## src/rtl/rooth_defines.v

```verilog
// Shared pipeline-wide constants: datapath width, flow-control codes, NOP encoding.
`ifndef ROOTH_DEFINES_V
`define ROOTH_DEFINES_V
`define CPU_WIDTH    32
`define FLOW_WIDTH   2
`define FLOW_WORK    2'd0
`define FLOW_STOP    2'd1
`define FLOW_REFRESH 2'd2
`define INST_NOP     32'h0000_0013
`endif

```

## src/rtl/ifu_fetch_pkg.sv

```systemverilog
// Types and constants shared by the fetch unit and its bench.
`ifndef ROOTH_DEFINES_V
`include "rooth_defines.v"
`endif

package ifu_fetch_pkg;

    localparam int unsigned CPU_W  = `CPU_WIDTH;
    localparam int unsigned FLOW_W = `FLOW_WIDTH;

    typedef enum logic [FLOW_W-1:0] {
        FLOW_WORK    = `FLOW_WORK,
        FLOW_STOP    = `FLOW_STOP,
        FLOW_REFRESH = `FLOW_REFRESH
    } flow_e;

    localparam logic [31:0] NOP_INST_DEF = `INST_NOP;

    typedef struct packed {
        logic [CPU_W-1:0] pc;
        logic [31:0]      inst;
    } fetch_entry_t;

    // Any code other than WORK or STOP (REFRESH or undefined) discards in-flight work.
    function automatic logic is_flush(input logic [FLOW_W-1:0] flow, input logic jtag_rst);
        return jtag_rst | ((flow != FLOW_WORK) && (flow != FLOW_STOP));
    endfunction

endpackage

```

## src/rtl/ifu_fifo.sv

```systemverilog
// Registered synchronous FIFO (no fall-through) with flush and occupancy count.
module ifu_fifo #(
    parameter int unsigned WIDTH = 32,
    parameter int unsigned DEPTH = 2
) (
    input  logic                     clk,
    input  logic                     rst_n,
    input  logic                     push_i,
    input  logic [WIDTH-1:0]         data_i,
    input  logic                     pop_i,
    input  logic                     flush_i,
    output logic [$clog2(DEPTH):0]   count_o,
    output logic [WIDTH-1:0]         data_o
);

    localparam int unsigned AW = $clog2(DEPTH);
    localparam int unsigned CW = AW + 1;
    localparam logic [CW-1:0] FULL = CW'(DEPTH);

    logic [WIDTH-1:0] mem_q [DEPTH];
    logic [WIDTH-1:0] mem_d [DEPTH];
    logic [AW-1:0]    wr_ptr_q, wr_ptr_d;
    logic [AW-1:0]    rd_ptr_q, rd_ptr_d;
    logic [CW-1:0]    count_q, count_d;

    always_comb begin
        mem_d    = mem_q;
        wr_ptr_d = wr_ptr_q;
        rd_ptr_d = rd_ptr_q;
        count_d  = count_q;
        if (flush_i) begin
            wr_ptr_d = '0;
            rd_ptr_d = '0;
            count_d  = '0;
        end else begin
            if (push_i) begin
                mem_d[wr_ptr_q] = data_i;
                wr_ptr_d        = wr_ptr_q + 1'b1;
            end
            if (pop_i) begin
                rd_ptr_d = rd_ptr_q + 1'b1;
            end
            count_d = count_q + CW'(push_i) - CW'(pop_i);
        end
    end

    always_ff @(posedge clk or negedge rst_n) begin
        if (!rst_n) begin
            for (int unsigned i = 0; i < DEPTH; i++) begin
                mem_q[i] <= '0;
            end
            wr_ptr_q <= '0;
            rd_ptr_q <= '0;
            count_q  <= '0;
        end else begin
            mem_q    <= mem_d;
            wr_ptr_q <= wr_ptr_d;
            rd_ptr_q <= rd_ptr_d;
            count_q  <= count_d;
        end
    end

    assign count_o = count_q;
    assign data_o  = mem_q[rd_ptr_q];

    a_no_overflow: assert property (@(posedge clk) disable iff (!rst_n)
        !(push_i && !pop_i && !flush_i && (count_q == FULL)));
    a_no_underflow: assert property (@(posedge clk) disable iff (!rst_n)
        !(pop_i && !flush_i && (count_q == '0)));

endmodule

```

## src/rtl/ifu_fetch.sv

```systemverilog
// Instruction fetch: issues word fetches for the current PC, pairs responses with
// their PC and buffers {pc, inst} for decode; stale responses are dropped on flush.
module ifu_fetch
    import ifu_fetch_pkg::*;
#(
    parameter int unsigned FIFO_DEPTH = 2,
    parameter logic [31:0] NOP_INST   = NOP_INST_DEF
) (
    input  logic               clk,
    input  logic               rst_n,
    input  logic               jtag_reset_flag_i,
    input  logic [FLOW_W-1:0]  flow_if_i,
    input  logic [CPU_W-1:0]   curr_pc_i,
    output logic               fetch_stall_o,
    output logic               ibus_req_o,
    output logic [CPU_W-1:0]   ibus_addr_o,
    input  logic               ibus_gnt_i,
    input  logic               ibus_rvalid_i,
    input  logic [31:0]        ibus_rdata_i,
    output logic               inst_valid_o,
    output logic [31:0]        inst_o,
    output logic [CPU_W-1:0]   inst_pc_o,
    input  logic               inst_ready_i
);

    localparam int unsigned CW = $clog2(FIFO_DEPTH) + 1;
    localparam logic [CW:0] DEPTH_L = (CW+1)'(FIFO_DEPTH);

    logic               req_pending_q, req_pending_d;
    logic               pend_stale_q, pend_stale_d;
    logic [CPU_W-1:0]   pend_pc_q, pend_pc_d;
    logic [CW-1:0]      outstanding_q, outstanding_d;
    logic [CW-1:0]      discard_q, discard_d;

    logic               flush, work, credit_ok, issue;
    logic               take_pc, drop_gnt, rsp_keep, rsp_drop, inst_pop;
    logic [CW:0]        used;
    logic [CPU_W-1:0]   push_pc;
    logic [CW-1:0]      pcq_cnt, fifo_cnt;
    logic [CPU_W-1:0]   pcq_head;
    fetch_entry_t       fifo_in, fifo_head;

    always_comb begin
        flush     = is_flush(flow_if_i, jtag_reset_flag_i);
        work      = rst_n && (flow_if_i == FLOW_WORK) && !flush;
        inst_pop  = inst_valid_o & inst_ready_i;
        used      = {1'b0, outstanding_q} + {1'b0, fifo_cnt} + {{CW{1'b0}}, req_pending_q};
        // A same-cycle pop frees a slot, which is what lets DEPTH=2 sustain one fetch per cycle.
        credit_ok = used < (DEPTH_L + {{CW{1'b0}}, inst_pop});
        issue     = work && !req_pending_q && credit_ok;

        ibus_req_o  = issue | req_pending_q;
        ibus_addr_o = '0;
        if (req_pending_q) begin
            ibus_addr_o = {pend_pc_q[CPU_W-1:2], 2'b00};
        end else if (issue) begin
            ibus_addr_o = {curr_pc_i[CPU_W-1:2], 2'b00};
        end

        take_pc  = ibus_gnt_i && (issue || (req_pending_q && !pend_stale_q && !flush));
        drop_gnt = ibus_gnt_i && req_pending_q && (pend_stale_q || flush);
        push_pc  = req_pending_q ? pend_pc_q : curr_pc_i;

        // PC may only advance once its own fetch has been granted.
        fetch_stall_o = work && !take_pc;

        rsp_drop = ibus_rvalid_i && (discard_q != '0);
        rsp_keep = ibus_rvalid_i && (discard_q == '0);

        fifo_in.pc   = pcq_head;
        fifo_in.inst = ibus_rdata_i;
    end

    always_comb begin
        req_pending_d = req_pending_q;
        pend_stale_d  = pend_stale_q;
        pend_pc_d     = pend_pc_q;
        outstanding_d = outstanding_q;
        discard_d     = discard_q;

        if (req_pending_q) begin
            if (ibus_gnt_i) begin
                req_pending_d = 1'b0;
                pend_stale_d  = 1'b0;
            end else if (flush) begin
                pend_stale_d  = 1'b1;
            end
        end else if (issue && !ibus_gnt_i) begin
            req_pending_d = 1'b1;
            pend_stale_d  = 1'b0;
            pend_pc_d     = curr_pc_i;
        end

        if (flush) begin
            outstanding_d = '0;
            discard_d     = discard_q + outstanding_q + CW'(drop_gnt) - CW'(ibus_rvalid_i);
        end else begin
            outstanding_d = outstanding_q + CW'(take_pc) - CW'(rsp_keep);
            discard_d     = discard_q + CW'(drop_gnt) - CW'(rsp_drop);
        end
    end

    always_ff @(posedge clk or negedge rst_n) begin
        if (!rst_n) begin
            req_pending_q <= 1'b0;
            pend_stale_q  <= 1'b0;
            pend_pc_q     <= '0;
            outstanding_q <= '0;
            discard_q     <= '0;
        end else begin
            req_pending_q <= req_pending_d;
            pend_stale_q  <= pend_stale_d;
            pend_pc_q     <= pend_pc_d;
            outstanding_q <= outstanding_d;
            discard_q     <= discard_d;
        end
    end

    ifu_fifo #(
        .WIDTH (CPU_W),
        .DEPTH (FIFO_DEPTH)
    ) u_pc_queue (
        .clk     (clk),
        .rst_n   (rst_n),
        .push_i  (take_pc && !flush),
        .data_i  (push_pc),
        .pop_i   (rsp_keep && !flush),
        .flush_i (flush),
        .count_o (pcq_cnt),
        .data_o  (pcq_head)
    );

    ifu_fifo #(
        .WIDTH ($bits(fetch_entry_t)),
        .DEPTH (FIFO_DEPTH)
    ) u_inst_fifo (
        .clk     (clk),
        .rst_n   (rst_n),
        .push_i  (rsp_keep && !flush),
        .data_i  (fifo_in),
        .pop_i   (inst_pop),
        .flush_i (flush),
        .count_o (fifo_cnt),
        .data_o  (fifo_head)
    );

    assign inst_valid_o = (fifo_cnt != '0);
    assign inst_o       = inst_valid_o ? fifo_head.inst : NOP_INST;
    assign inst_pc_o    = inst_valid_o ? fifo_head.pc : '0;

    a_pcq_tracks_outstanding: assert property (@(posedge clk) disable iff (!rst_n)
        pcq_cnt == outstanding_q);

endmodule
```

## config.mk

```make
export PLATFORM = sky130hd
export DESIGN_NAME = ifu_fetch
export DESIGN_NICKNAME = d
export VERILOG_FILES = /design/src/rtl/ifu_fetch_pkg.sv /design/src/rtl/ifu_fifo.sv /design/src/rtl/ifu_fetch.sv
export VERILOG_INCLUDE_DIRS = /design/src /design/src/rtl
export SDC_FILE = /design/constraint.sdc
export NUM_CORES = 1
export LEC_CHECK = 0
export ABC_AREA = 0
export ABC_CLOCK_PERIOD_IN_PS = 5480
export BUFFER_PORTS_ARGS = -buffer_cell sky130_fd_sc_hd__buf_2
export CORE_ASPECT_RATIO = 2
export CORE_UTILIZATION = 50
export DETAILED_ROUTE_END_ITERATION = 6
export PLACE_DENSITY = 0.69
export RECOVER_POWER = 50
export SLEW_MARGIN = 25
export SYNTH_ARGS = -nofsm -noshare
export SYNTH_HDL_FRONTEND = slang
export SYNTH_SLANG_ARGS = --single-unit
export TNS_END_PERCENT = 30
```

## constraint.sdc

```tcl
create_clock -name clk -period 5.48 [get_ports clk]
set_input_delay 0.274 -clock clk [delete_from_list [all_inputs] [get_ports clk]]
set_output_delay 0.274 -clock clk [all_outputs]
set_load 0.01 [all_outputs]
```

## Yosys cells after proc, flatten, opt, wreduce, memory -nomap -nowiden

Cells that the tools add are included.

| cells by class | value |
|---|---|
| add/sub/neg operators | 16 |
| order comparisons | 7 |
| equality and inequality tests | 2 |
| multiplexer cells | 35 |
| bitwise operators | 9 |
| reductions and logical operators | 38 |

Operator list:

| kind | count |
|---|---|
| $mux 32 | 9 |
| $mux 64 | 4 |
| $bwmux 128 | 1 |
| $bwmux 64 | 1 |
| $demux 64 s1 | 1 |
| $demux 32 s1 | 1 |
| $logic_and 1x1->1 | 18 |
| $mux 1 | 15 |
| $reduce_bool 2->1 | 7 |
| $add 2x1->2 | 4 |
| $ge 2x2->1 const B | 4 |
| $not 1->2 | 4 |
| $reduce_and 2->1 | 4 |
| $sub 2x1->2 | 4 |
| $mux 2 | 3 |
| $logic_not 1->1 | 5 |
| $add 1x1->1 const B | 4 |
| $logic_not 2->1 | 2 |
| $lt 2x1->1 const B | 2 |
| $add 2x1->3 const A | 1 |
| $add 2x2->3 | 1 |
| $add 3x1->3 | 1 |
| $lt 3x3->1 | 1 |
| $ne 3x2->1 const B | 1 |
| other kinds (6) | 9 |

| word-level totals | value |
|---|---|
| bits in registers | 236 |
| input port bits | 72 |
| output and inout bits | 99 |
| word-level logic and storage cells | 121 |

## Logic depth before layout (Yosys ltp)

Gate-level depths: netlist of the first run.

| logic depth | value |
|---|---|
| depth after elaboration | 12 |
| depth in mapped cells | 13 |
| gate-level depth less buffers | 13 |

## Hierarchy

From an unflattened synthesis of the first run, not the netlist that was laid out.

| second synthesis, totals | value |
|---|---|
| cells, all modules | 879 |
| area, all modules | 11,917.7 um2 |

By module, submodules not included:

| module | instances | cells each | area each (um2) | seq. area each (um2) |
|---|---|---|---|---|
| ifu_fifo at u_inst_fifo | 1 | 358 | 6,048.3 | 3,303.2 |
| ifu_fifo at u_pc_queue | 1 | 187 | 2,999.1 | 1,701.6 |
| ifu_fetch | 1 | 334 | 2,870.3 | 950.9 |

## Worst setup path before layout of the first run

No wires, ideal clock.

| timing | value |
|---|---|
| path kind | register to register |
| start point | register req_pending_q |
| end point | register outstanding_q[1] |
| setup time | 0.132 ns |
| arrival | 2.596 ns |
| data required time | 5.348 ns |
| path slack | 2.752 ns |
| cell stages (with the launch flop) | 13 |
| path buffers | 0 |
| clock period less this slack | 2.728 ns |
| path through | dfrtp_1 -> fa_1 -> inv_1 -> fa_1 -> a221o_1 -> and3_1 -> nand2_1 -> ha_1 -> inv_1 -> ha_1 -> xnor2_1 -> xnor2_1 -> nor2_1 |

| between the ends | value |
|---|---|
| cells in the longest elaborated chain, start to end | 8 |
| elaborated cells on any way between the ends | 12 |
| classes of those cells | add/sub (3); order compare (1); mux (1); reduce/logical (7) |

Ends and longest elaborated chain:

| item | line | RTL |
|---|---|---|
| start, declared | ifu_fetch.sv:29 | `logic req_pending_q, req_pending_d;` |
| start signal, assigned | ifu_fetch.sv:111 | `req_pending_q <= req_pending_d;` |
| $add 3x1->3 / $logic_not 1->1 (equally long branches) | ifu_fetch.sv:47, ifu_fetch.sv:50 |  |
| $lt 3x3->1 / $logic_and 1x1->1 (equally long branches) | ifu_fetch.sv:49, ifu_fetch.sv:50 |  |
| $logic_and 1x1->1 | ifu_fetch.sv:50 | `issue = work && !req_pending_q && credit_ok;` |
| $logic_or 1x1->1 * | ifu_fetch.sv:60 | `take_pc = ibus_gnt_i && (issue \|\| (req_pending_q && !pend_stale_q && !flush));` |
| $logic_and 1x1->1 * | ifu_fetch.sv:60 |  |
| $add 2x1->2 * | ifu_fetch.sv:98 | `outstanding_d = outstanding_q + CW'(take_pc) - CW'(rsp_keep);` |
| $sub 2x1->2 * | ifu_fetch.sv:98 |  |
| $mux 2 * | ifu_fetch.sv:94 | `if (flush) begin` |
| net outstanding_d[1] | ifu_fetch.sv:32 | `logic [CW-1:0] outstanding_q, outstanding_d;` |
| end signal, assigned | ifu_fetch.sv:114 | `outstanding_q <= outstanding_d;` |
| end, declared | ifu_fetch.sv:32 |  |

The timed path passes the listed nets; every way through them passes the cells marked *.
A chain may end at the register's enable or synchronous reset.

## Final worst setup path of the first run

| timing | value |
|---|---|
| start point | register u_inst_fifo.rd_ptr_q |
| end point | output port inst_pc_o[15] |

| between the ends | value |
|---|---|
| cells in the longest elaborated chain, start to end | 5 |

Ends and longest elaborated chain:

| item | line | RTL |
|---|---|---|
| start, declared | ifu_fifo.sv:23 | `logic [AW-1:0] rd_ptr_q, rd_ptr_d;` |
| start signal, assigned | ifu_fifo.sv:58 | `rd_ptr_q <= rd_ptr_d;` |
| $not 1->2 (not written as such) | ifu_fifo.sv:64 | `assign data_o = mem_q[rd_ptr_q];` |
| $mux 64 (not written as such) (3 in series) | ifu_fifo.sv:64 |  |
| $mux 32 | ifu_fetch.sv:149 | `assign inst_pc_o = inst_valid_o ? fifo_head.pc : '0;` |
| end, declared | ifu_fetch.sv:22 | `output logic [CPU_W-1:0] inst_pc_o,` |

No other way between the ends. The select of a mux whose other input is x is not followed.

==> run_results.csv, run 1 <==
group,metric,value,unit
cts,cts_max_level,1,
yosys,ys_seq_area_share,53.8,%
yosys,synth.avg_cell_area,12.4,um^2
sta,setup_viol,0,
run_status,run_status,"finished, violations left",
route,via_count,7157,
final_layout,final_net_count,1109,
cts,clkLatencyLatePin,500,ps
route,detail_route.first_pass.iterations,4,
placement,pre_cts_ws,2360,ps
yosys,ys_warn_count,0,
cts,cts_buffers,21,
setup_path,critical_path_startpoint_category,"register",
final_layout,flow.area_growth_from_synthesis,14.5,%
setup_path,worst_path_max_delay_cell,"sky130_fd_sc_hd__dfrtp_1",
setup_path,cp.arrival,3870,ps
grt,vias_in_the_first_global_route,7358,
die,core_region_area,21500,um^2
sta,timing.final.crit_share,75.7,%
die,die-area,22600,um^2
grt,global_route_wire_length_before_repair,37.5,mm
sta,final.hold.worst_slack,27.9,ps
sta,achievable-frequency,241,MHz
sta,worstMarginPinSlew,2600,ps
cts,clockRootBuffer,"sky130_fd_sc_hd__clkbuf_16",
pwr,leakage,5.90,nW
final_layout,final_cell_count_no_fill,1314,
grt,global_route.overflow_total,0,
placement,routabilityCongestion,0.778,
grt,largest_net_degree_at_the_start_of_global_routing,118,
route,post_drt_wl_per_cell,17.4,um
yosys,syn_inst,883,
setup_path,path_depth,4,
final_layout,final_layout_size_suffix_gt1_share,38.2,%
die,die_width,107,um
hold_path,min_path_type,"input port to register",
cts,numClockSinks,236,
route,drtIter0Drc,267,
setup_path,critPathBufInv,2,
die,chipHeight,212,um
sta,final_critical_path_setup_slack,1330,ps
sta,totalNegativeSetupSlack,0,ps
cts,clock_tree.buffer_depth,3,
route,drt-total-wl,22.9,mm
cts,cts_hold_buffers,1,
final_layout,n_antenna_cell,0,
die,rows,76,
sta,period_minus_slack,4150,ps
route,detail_route.drc_violations,0,
yosys,post_synth_num_cell_types,33,
sta,final_hold_viol_count,0,
setup_path,number_of_cells_on_the_worst_reg_to_reg_path,4,
cts,cts_clock_pin_slew_for_the_worst_setup_and_hold_paths,60,ps
setup_path,timing.critical_path.to_type,"output pin",
cts,post-cts-setup-buffers,0,
yosys,syn-cell-area,11000,um^2
setup_path,reg2reg_setup_slack,1760,ps
sta,clock-skew-final,14.6,ps
sta,grt_setup_unrepaired,"no",
placement,place_hpwl,14.9,mm
setup_path,path_max_fanout,43,
pwr,peakVddDrop,0.321,mV
yosys,ys_ff_latch,236,
route,drt.antenna.violating_nets,0,
cts,tritoncts,"yes",
setup_path,timing.critical_path.cells,"buf_4 -> mux2i_1 -> nor2_1 -> buf_2",
pwr,cellPowerDensity,385,nW/um^2
run_status,failed_checks,"max-capacitance violations, max-slew violations",
setup_path,critical_path_required,5210,ps
run,maxCapViolations,3,
sta,finalMaxSlewViolations,105,
hold_path,min_delay_path_depth,2,
placement,numPortBuffers,168,
sta,max_slew_margin,-73.3,%
setup_path,top_family_by_delay_on_critical_path,"flip-flops",
die,start_util,51.1,%
placement,placedCellCount,1276,
grt,globalRouteTotalUtil,20.9,%
grt,antenna_found_initial,1,
cts,post_cts.resized_instances,0,
setup_path,path_class,"register to output pin",
setup_path,worst_path_largest_cell_delay,2100,ps
route,vias_per_cell,5.45,
die,io_pins,171,
## cell usage in the layout (no fill, tap or decap), types with 14 or more instances in the layout
| cell type | count |
|---|---|
| sky130_fd_sc_hd__nand2_1 | 41 |
| sky130_fd_sc_hd__dfrtp_1 | 234 |
| sky130_fd_sc_hd__mux2_2 | 182 |
| sky130_fd_sc_hd__a21oi_1 | 34 |
| sky130_fd_sc_hd__inv_1 | 14 |
| sky130_fd_sc_hd__buf_2 | 167 |
| sky130_fd_sc_hd__nor2_1 | 100 |
| sky130_fd_sc_hd__clkbuf_16 | 21 |
| sky130_fd_sc_hd__mux2i_1 | 96 |
| sky130_fd_sc_hd__a22o_1 | 30 |
| sky130_fd_sc_hd__o21ai_0 | 36 |
## final cells by class
type	instances	area, um^2
clock inverters	7	37.5
inverters	14	52.6
clock buffers	30	589
fillers	1890	8920
multi-input cells	575	4710
well taps	273	342
flip-flops and latches	236	5910
repair buffers	179	932
## state kept, by name, summed over array words and instances, names as in the netlist
register / cells
u_inst_fifo.mem_q: 128
u_pc_queue.mem_q: 64
pend_pc_q: 32
discard_q: 2
outstanding_q: 2
u_inst_fifo.count_o: 2
pend_stale_q: 1
req_pending_q: 1
u_inst_fifo.rd_ptr_q: 1
u_inst_fifo.wr_ptr_q: 1
u_pc_queue.rd_ptr_q: 1
u_pc_queue.wr_ptr_q: 1
## Yosys cell counts
| cell type | number | area share (%) |
|---|---|---|
| sky130_fd_sc_hd__and3_1 | 2 | 0.11 |
| sky130_fd_sc_hd__nand3_1 | 1 | 0.046 |
| sky130_fd_sc_hd__buf_1 | 3 | 0.10 |
| sky130_fd_sc_hd__nor3_4 | 1 | 0.15 |
| sky130_fd_sc_hd__mux2i_1 | 96 | 8.8 |
| sky130_fd_sc_hd__a221o_1 | 1 | 0.091 |
| sky130_fd_sc_hd__ha_1 | 7 | 0.80 |
| sky130_fd_sc_hd__nand4bb_1 | 1 | 0.10 |
| sky130_fd_sc_hd__a22o_1 | 30 | 2.4 |
| sky130_fd_sc_hd__or2_2 | 1 | 0.057 |
| sky130_fd_sc_hd__buf_2 | 23 | 1.0 |
| sky130_fd_sc_hd__nand3_2 | 2 | 0.18 |
| sky130_fd_sc_hd__nand2_1 | 41 | 1.4 |
| sky130_fd_sc_hd__dfrtp_1 | 236 | 54 |
| sky130_fd_sc_hd__nor4b_1 | 1 | 0.080 |
| sky130_fd_sc_hd__o32ai_1 | 1 | 0.080 |
| sky130_fd_sc_hd__clkbuf_1 | 20 | 0.68 |
| sky130_fd_sc_hd__nor3_1 | 1 | 0.046 |
| sky130_fd_sc_hd__a21oi_1 | 34 | 1.6 |
| sky130_fd_sc_hd__xnor2_1 | 11 | 0.88 |
| sky130_fd_sc_hd__buf_4 | 10 | 0.68 |
| sky130_fd_sc_hd__mux2_1 | 10 | 1.0 |
| sky130_fd_sc_hd__inv_1 | 14 | 0.48 |
| sky130_fd_sc_hd__and2_1 | 2 | 0.11 |
| sky130_fd_sc_hd__buf_6 | 3 | 0.31 |
| sky130_fd_sc_hd__mux2_2 | 182 | 19 |
| sky130_fd_sc_hd__conb_1 | 1 | 0.034 |
| sky130_fd_sc_hd__or2_1 | 2 | 0.11 |
| sky130_fd_sc_hd__nor3b_4 | 2 | 0.34 |
| sky130_fd_sc_hd__o21a_1 | 3 | 0.21 |
| sky130_fd_sc_hd__fa_1 | 3 | 0.55 |
| sky130_fd_sc_hd__o21ai_0 | 36 | 1.6 |
| sky130_fd_sc_hd__nor2_1 | 102 | 3.5 |
## where the power goes
part,switching [mW],internal [mW]
sequential,0.250,2.21
clock,0.618,0.750
combinational,0.463,0.538
total,1.33,3.50
## cell families after synthesis
kind of cell | Yosys count | share of synthesized area, %
fa+ha+maj | 10 | 1.34
compound gates | 105 | 5.96
other cells | 1 | 0.0342
mux | 288 | 28.4
xor+xnor | 11 | 0.878
flops | 236 | 53.8
buf+inv | 73 | 3.31
simple gates | 159 | 6.23
## worst paths after layout
path                                       start                     end
setup reg to reg                    discard_q[1]   u_inst_fifo.mem_q[29]
setup / recovery            u_inst_fifo.rd_ptr_q           inst_pc_o[15]
max in group asynchronous                  rst_n  u_inst_fifo.mem_q[111]
hold / removal                  ibus_rdata_i[30]   u_inst_fifo.mem_q[30]
hold reg to reg            u_inst_fifo.mem_q[32]   u_inst_fifo.mem_q[32]
min in group asynchronous                  rst_n           pend_pc_q[23]
## stage by stage
stage	utilization, %	area [um^2]	total power, mW
after floorplan	-	11000	3.21
after CTS	58.7	12600	4.91
after global placement	55.7	12000	3.46
after global routing	58.5	12600	5.14
final	58.5	12600	4.83
after detailed placement	55.7	12000	3.52
## per-layer routing
layer | track usage [%] | routed length (um) | up-vias
met5 | 0 | 10 | -
met1 | 24.5 | 9170 | 3621
li1 | - | - | 3368
met2 | 39.5 | 12500 | 135
met4 | 5.81 | 459 | 2
met3 | 2.46 | 771 | 31
Power figures use the tool's default switching activity.
==> run 2, diff against run 1 <==
Settings changed: ABC_CLOCK_PERIOD_IN_PS 5480 to 4150.
Clock period 5.48 ns to 4.15 ns, I/O delays scaled along.
==> run 2 against run 1 <==
The run still ends with max-capacitance violations, max-slew violations left. Combinational power increased by 37%. Setup slack worse by 700 ps. Clock-buffer cell count unchanged. Critical endpoint is now u_inst_fifo.mem_q[83]. Largest cell class unchanged. Highest routed layer is now met4.
==> run_results.csv, run 2 (synthesis results as in run 1) <==
group,metric,value,unit
setup_path,path_class,"register to register",
route,detail_route.drc_violations,0,
setup_path,timing.critical_path.to_type,"register",
setup_path,cp-startpoint,"discard_q[1]",
grt,globalRouteTotalUtil,21.5,%
setup_path,top_family_by_delay_on_critical_path,"buffers and inverters",
cts,clkLatencyLatePin,510,ps
setup_path,path_depth,4,
setup_path,crit_path_end,"u_inst_fifo.mem_q[83]",
route,vias_per_cell,5.34,
die,die-area,22600,um^2
setup_path,worst_path_max_delay_cell,"sky130_fd_sc_hd__clkbuf_1",
placement,numPortBuffers,168,
route,drt.antenna.violating_nets,0,
setup_path,worst_path_largest_cell_delay,1290,ps
sta,final_hold_viol_count,0,
pwr,netSwitchingFraction,27.0,%
final_layout,registers.top_by_ff_count,"u_inst_fifo.mem_q",
route,met1Wirelength,9.33,mm
cts,cts_clock_pin_slew_for_the_worst_setup_and_hold_paths,60,ps
final_layout,filler_cell_count,1785,
die,start_util,51.1,%
cts,cts_buffers,22,
pwr,peakVddDrop,0.360,mV
pwr,internal_power,4.95,mW
setup_path,timing.critical_path.cells,"nor3b_1 -> nor3b_1 -> clkbuf_1 -> mux2_2",
cts,numClockSinks,236,
route,post_drt_wl_per_cell,17.1,um
placement,place_hpwl,14.8,mm
cts,tritoncts,"yes",
route,detail_route.first_pass.iterations,4,
final_layout,n_antenna_cell,0,
grt,antenna_found_initial,0,
route,drtIter0Drc,297,
sta,worstMarginPinSlew,2270,ps
run,maxCapViolations,3,
final_layout,final_net_count,1176,
setup_path,critPathBufInv,1,
cts,cts_max_level,1,
setup_path,worstReg2RegStart,"discard_q[1]",
sta,grt_setup_unrepaired,"no",
die,rows,76,
grt,vias_in_the_first_global_route,7681,
setup_path,reg2reg_setup_slack,630,ps
grt,largest_net_degree_at_the_start_of_global_routing,166,
route,via_count,7380,
sta,max_slew_margin,-51.3,%
setup_path,critical_path_startpoint_category,"register",
route,drt-total-wl,23.7,mm
final_layout,largestRegisters,"u_inst_fifo.mem_q: 128 flops, u_pc_queue.mem_q: 64 flops, pend_pc_q: 32 flops",
die,chipHeight,212,um
final_layout,postLayoutCellArea,13400,um^2
cts,post_cts.resized_instances,0,
final_layout,largest_register_ff_count,128,
sta,achievable-frequency,284,MHz
final_layout,flow.area_growth_from_synthesis,22.1,%
final_layout,mostFrequentLayoutCell,"sky130_fd_sc_hd__dfrtp_1",
sta,setup_viol,0,
die,io_pins,171,
cts,clockRootBuffer,"sky130_fd_sc_hd__clkbuf_16",
placement,post_dp_cell_area,12000,um^2
setup_path,path_max_fanout,29,
sta,totalNegativeSetupSlack,0,ps
route,dr_wl_met3,812,um
placement,placedCellCount,1276,
cts,post-cts-setup-buffers,0,
sta,clock-skew-final,7.05,ps
sta,finalMaxSlewViolations,221,
pwr,cellPowerDensity,506,nW/um^2
pwr,clock_power_share,31.6,%
sta,period_minus_slack,3520,ps
setup_path,crit-reg2reg-capture,"u_inst_fifo.mem_q[83]",
run_status,run_status,"finished, violations left",
grt,global_route.overflow_total,0,
run_status,failed_checks,"max-capacitance violations, max-slew violations",
hold_path,min_path_type,"input port to register",
grt,global_route_wire_length_before_repair,38.3,mm
cts,clock_tree.buffer_depth,3,
final_layout,final_cell_mix,"234 x sky130_fd_sc_hd__dfrtp_1, 182 x sky130_fd_sc_hd__mux2_2, 167 x sky130_fd_sc_hd__buf_2, 100 x sky130_fd_sc_hd__nor2_1, 96 x sky130_fd_sc_hd__mux2i_1",
route,wl_met2,13.0,mm
pwr,seqPwrFrac,48.2,%
die,core_region_area,21500,um^2
sta,timing.final.crit_share,84.7,%
pwr,leakage,6.26,nW
route,highest-signal-layer,"met4",
die,die_width,107,um
final_layout,final_layout_size_suffix_gt1_share,36.6,%
placement,routabilityCongestion,0.784,
setup_path,number_of_cells_on_the_worst_reg_to_reg_path,4,
setup_path,critical_path_required,4530,ps
setup_path,critical-path-top-cell-by-count,"sky130_fd_sc_hd__nor3b_1",
setup_path,cp.arrival,3900,ps
final_layout,final_cell_count_no_fill,1383,
pwr,switching_power,1.83,mW
pwr,comb_power_share,20.3,%
[run 2: cell types whose count changed in the layout (fill, tap and decap cells not counted), sizes merged]
cell         before  now
bufinv            0    3
inv              14   15
dlygate4sd3       1   66
clkinv            6    5
clkbuf           31   32
[run 2: worst min-delay path by stage]
| stage | from | endpoint | slack (ps) | cells past startpoint |
|---|---|---|---|---|
| 4_1_cts | flow_if_i[1] | discard_q[0] | 90 | 4 |
| 5_1_grt | jtag_reset_flag_i | discard_q[0] | 120 | 4 |
| 3_3_place_gp | rst_n | pend_pc_q[24] | 210 | 1 |
| 2_1_floorplan | rst_n | discard_q[0] | -90 | 0 |
| 6_report | flow_if_i[1] | discard_q[0] | 110 | 4 |
| 3_5_place_dp | rst_n | pend_pc_q[22] | 210 | 1 |
[run 2: final cells by class]
class | count | area [um^2] | area share, %
timing repair buffer | 245 | 1610 | 12.0
clock buffer | 30 | 642 | 4.79
clock inverter | 10 | 131 | 0.980
sequential | 236 | 5910 | 44.1
inverter | 14 | 52.6 | 0.392
tap | 273 | 342 | 2.55
multi-input combinational | 575 | 4720 | 35.2
[run 2: what timing repair did]
action                                  CTS  global route
hold endpoints to repair                168             0
hold buffers                             66             0
endpoints found under the setup margin    0             0
[run 2: metal layers]
layer  up-vias  GRT usage (%)
met4         0           7.23
met5         -              0
met2       152           40.8
met3        35           2.68
met1      3699           24.4
li1       3494              -
[run 2: worst min-delay path: stages]
cell	delay [ps]
sky130_fd_sc_hd__buf_2	80
sky130_fd_sc_hd__nor2_1	140
sky130_fd_sc_hd__nand2_1	110
sky130_fd_sc_hd__nand2_1	40
[run 2: power groups by stage]
stage	sequential, mW	combinational [mW]	clock, mW
2_1_floorplan	3.20	1.04	0
3_3_place_gp	3.28	1.30	0
3_5_place_dp	3.32	1.34	0
4_1_cts	3.27	1.40	2.20
5_1_grt	3.35	1.55	2.28
6_report	3.27	1.37	2.14
[run 2: metrics by stage]
stage	utilization (%)	total power, mW	hold slack, ps	worst slack, ps
after CTS	62.4	6.87	89.2	724
after detailed placement	55.8	4.66	211	1120
final	62.4	6.78	106	633
after global placement	55.8	4.58	209	1110
after floorplan	-	4.24	-88.1	1420
after global routing	62.4	7.17	124	377
==> run 3, diff against run 2 <==
Settings changed: ABC_AREA 0 to 1, ABC_CLOCK_PERIOD_IN_PS 4150 to 3350.
Clock period 4.15 ns to 3.35 ns, I/O delays scaled along.
==> run 3 against run 2 <==
The flow still finishes with violations (max-capacitance violations, max-slew violations). Cell area is 0.74% lower. Critical endpoint is now ibus_addr_o[13]. First-iteration DRC count rose to 2.5 times the previous value. Synthesized area grew 1.4%. Largest power group unchanged. Die area rose by 1.3%. Synthesized cell count rose by 54%. Sequential share of layout area increased by 0.33 points. Clock-buffer cell count rose by 5. Global-route usage is 3.6 points higher. Via count grew 32%.
==> run_results.csv, run 3 <==
group,metric,value,unit
yosys,syn-cell-area,11100,um^2
route,post_drt_wl_per_cell,15.3,um
sta,clock-skew-final,18.1,ps
placement,placedCellCount,1726,
grt,grt.busiest_layer,"met2",
cts,post_cts.resized_instances,0,
pwr,cellPowerDensity,626,nW/um^2
final_layout,final_cell_mix,"415 x sky130_fd_sc_hd__nand2_1, 234 x sky130_fd_sc_hd__dfrtp_1, 173 x sky130_fd_sc_hd__o21ai_0, 160 x sky130_fd_sc_hd__buf_2, 115 x sky130_fd_sc_hd__inv_1",
die,chipHeight,213,um
sta,totalNegativeSetupSlack,0,ps
yosys,synthMuxAreaShare,0,%
placement,post_dp_cell_area,12000,um^2
setup_path,path_max_fanout,24,
final_layout,postLayoutCellArea,13300,um^2
grt,grt_use_met1,30.8,%
route,detail_route.first_pass.iterations,6,
die,die_width,107,um
pwr,leakage,6.81,nW
cts,clock_tree.buffer_depth,3,
grt,global_route.usage.met3,2.14,%
setup_path,timing.critical_path.cells,"fa_1 -> inv_1 -> fa_1 -> inv_1 -> nand2_1 -> nand2_2 -> buf_4 -> o21ai_0 -> buf_2",
cts,numClockSinks,236,
yosys,synth_adder_area_share,1.33,%
final_layout,mostFrequentLayoutCell,"sky130_fd_sc_hd__nand2_1",
yosys,synth_ff_type,"sky130_fd_sc_hd__dfrtp_1",
yosys,yosys.area_share.simple,21.1,%
cts,clockRootBuffer,"sky130_fd_sc_hd__clkbuf_16",
yosys,most_instantiated_cells_after_synthesis,"415 x sky130_fd_sc_hd__nand2_1, 236 x sky130_fd_sc_hd__dfrtp_1, 115 x sky130_fd_sc_hd__inv_1, 115 x sky130_fd_sc_hd__o21ai_0",
final_layout,final_cell_count_no_fill,1831,
setup_path,critical_path_required,3180,ps
cts,tritoncts,"yes",
sta,achievable-frequency,330,MHz
yosys,syn_inst,1357,
grt,globalRouteTotalUtil,25.2,%
grt,largest_net_degree_at_the_start_of_global_routing,71,
pwr,total_power,8.33,mW
final_layout,flow.area_growth_from_synthesis,19.6,%
setup_path,worst_path_largest_cell_delay,470,ps
grt,grt.met2_usage,44.6,%
sta,worstMarginPinSlew,1720,ps
grt,global_route_wire_length_before_repair,46.1,mm
run,maxCapViolations,1,
sta,final_hold_viol_count,0,
sta,period_minus_slack,3030,ps
yosys,post_synth_main_area_contributors,"sky130_fd_sc_hd__dfrtp_1 53%, sky130_fd_sc_hd__nand2_1 14%, sky130_fd_sc_hd__o21ai_0 5.2%, sky130_fd_sc_hd__inv_1 3.9%, sky130_fd_sc_hd__a31oi_1 3.6%",
final_layout,final_layout_size_suffix_gt1_share,14.9,%
setup_path,critical_path_startpoint_category,"register",
yosys,post_synth_num_cell_types,31,
final_layout,largestRegisters,"u_inst_fifo.mem_q: 128 flops, u_pc_queue.mem_q: 64 flops, pend_pc_q: 32 flops",
final_layout,filler_cell_count,1941,
yosys,asyncSetResetFlopFracSynth,100,%
route,drtIter0Drc,749,
sta,timing.final.crit_share,90.3,%
pwr,peakVddDrop,0.433,mV
die,rows,76,
route,detail_route.drc_violations,0,
grt,vias_in_the_first_global_route,9486,
setup_path,timing.critical_path.to_type,"output pin",
setup_path,cp-startpoint,"req_pending_q",
setup_path,cp.arrival,2860,ps
run_status,run_status,"finished, violations left",
run_status,failed_checks,"max-capacitance violations, max-slew violations",
yosys,post-synth-top-area-cell,"sky130_fd_sc_hd__dfrtp_1",
setup_path,worst_path_max_delay_cell,"sky130_fd_sc_hd__dfrtp_2",
yosys,synth_top_area_share,53.1,%
hold_path,worst_hold_startpoint,"curr_pc_i[24]",
die,start_util,51.3,%
route,via_count,9713,
cts,cts_buffers,22,
final_layout,n_antenna_cell,0,
final_layout,registers.top_by_ff_count,"u_inst_fifo.mem_q",
yosys,synth.avg_cell_area,8.20,um^2
yosys,synth_edf_count,0,
yosys,ys_ff_latch,236,
hold_path,min_path_type,"input port to register",
die,die-area,22900,um^2
sta,grt_setup_unrepaired,"no",
setup_path,path_class,"register to output pin",
grt,antenna_found_initial,0,
yosys,post-synth-top-count-cell,"sky130_fd_sc_hd__nand2_1",
sta,setup_viol,0,
yosys,synth-compound-area-share,14.9,%
placement,numPortBuffers,168,
yosys,ys_warn_count,0,
placement,routabilityCongestion,0.795,
sta,final.hold.worst_slack,19.9,ps
sta,finalMaxSlewViolations,71,
route,vias_per_cell,5.30,
yosys,synth-xor-area-share,0.630,%
setup_path,worstReg2RegStart,"req_pending_q",
cts,cts_clock_pin_slew_for_the_worst_setup_and_hold_paths,60,ps
die,core_region_area,21700,um^2
final_layout,largest_register_ff_count,128,
route,drt-total-wl,28.0,mm
yosys,ys_seq_area_share,53.1,%
die,io_pins,171,
placement,place_hpwl,17.7,mm
yosys,main_combinational_cell_family_by_area_after_synthesis,"simple AND/OR/NAND/NOR gates",
route,drt.antenna.violating_nets,0,
cts,cts_max_level,1,
grt,global_route.overflow_total,0,
final_layout,final_net_count,1625,
sta,max_slew_margin,-14.9,%
cts,clkLatencyLatePin,520,ps
run 3: cell types whose count changed after synthesis, sizes merged, moves of 30 or more:
cell   change
nand2    +382
a31oi     +64
mux2i     -96
o21ai    +152
a21oi     +30
a22o      -30
inv      +103
nand3     +70
mux2     -192
run 3: path summary, 6_finish.rpt:
check                                   endpoint  slack [ps]  cells after the start
max                              ibus_addr_o[13]         320                      9
min                                pend_pc_q[24]          20                      3
max reg2reg                        pend_pc_q[15]         830                      9
min reg2reg                 u_pc_queue.mem_q[16]         470                      2
max in group asynchronous   u_pc_queue.mem_q[12]         880                      4
min in group asynchronous  u_inst_fifo.mem_q[72]         140                      2
run 3: kinds of logic (layout without fill, tap and decap cells):
family / Yosys count / after routing
other: 1 / 2
flip-flops: 236 / 236
AND/OR/NAND/NOR: 574 / 574
adder cells (fa/ha/maj): 10 / 10
buffers and inverters: 212 / 412
AO/OA/AOI/OAI: 316 / 316
XOR/XNOR: 8 / 8
run 3: power breakdown:
part	total [mW]	internal, mW	leakage [nW]	switching (mW)
combinational	1.64	0.703	3.38	0.940
sequential	4.16	3.71	3.07	0.449
clock	2.54	1.47	0.363	1.07
total	8.33	5.88	6.81	2.46
run 3: repair_timing:
item | CTS | global route
setup buffers | 0 | 0
hold buffers | 66 | 0
hold endpoints to repair | 144 | 0
run 3: critical path: cells and delay by family (launching register included):
family	cells	cell delay [ps]
fa+ha+maj	2	820
buf+inv	4	590
flops	1	470
simple gates	2	320
compound gates	1	140
run 3: metal layers:
layer	wire length, um	part of all wire, %
met2	14200	51
met4	1040	3.7
met1	11700	42
met5	0	0
met3	1100	3.9
run 3: cell type report:
| class | count | area, um^2 | share of cell area (%) |
|---|---|---|---|
| clock buffers | 35 | 679 | 5.11 |
| clock inverters | 4 | 56.3 | 0.423 |
| inverters | 121 | 457 | 3.43 |
| multi-input cells | 910 | 4210 | 31.6 |
| flip-flops and latches | 236 | 5910 | 44.4 |
| well taps | 273 | 342 | 2.57 |
| repair buffers | 252 | 1650 | 12.4 |
run 3: stage by stage:
stage          util (%)  worst slack [ps]
2_1_floorplan         -               893
3_3_place_gp       55.1               903
3_5_place_dp       55.1               861
4_1_cts            61.6               351
5_1_grt            61.4              99.8
6_report           61.4               324
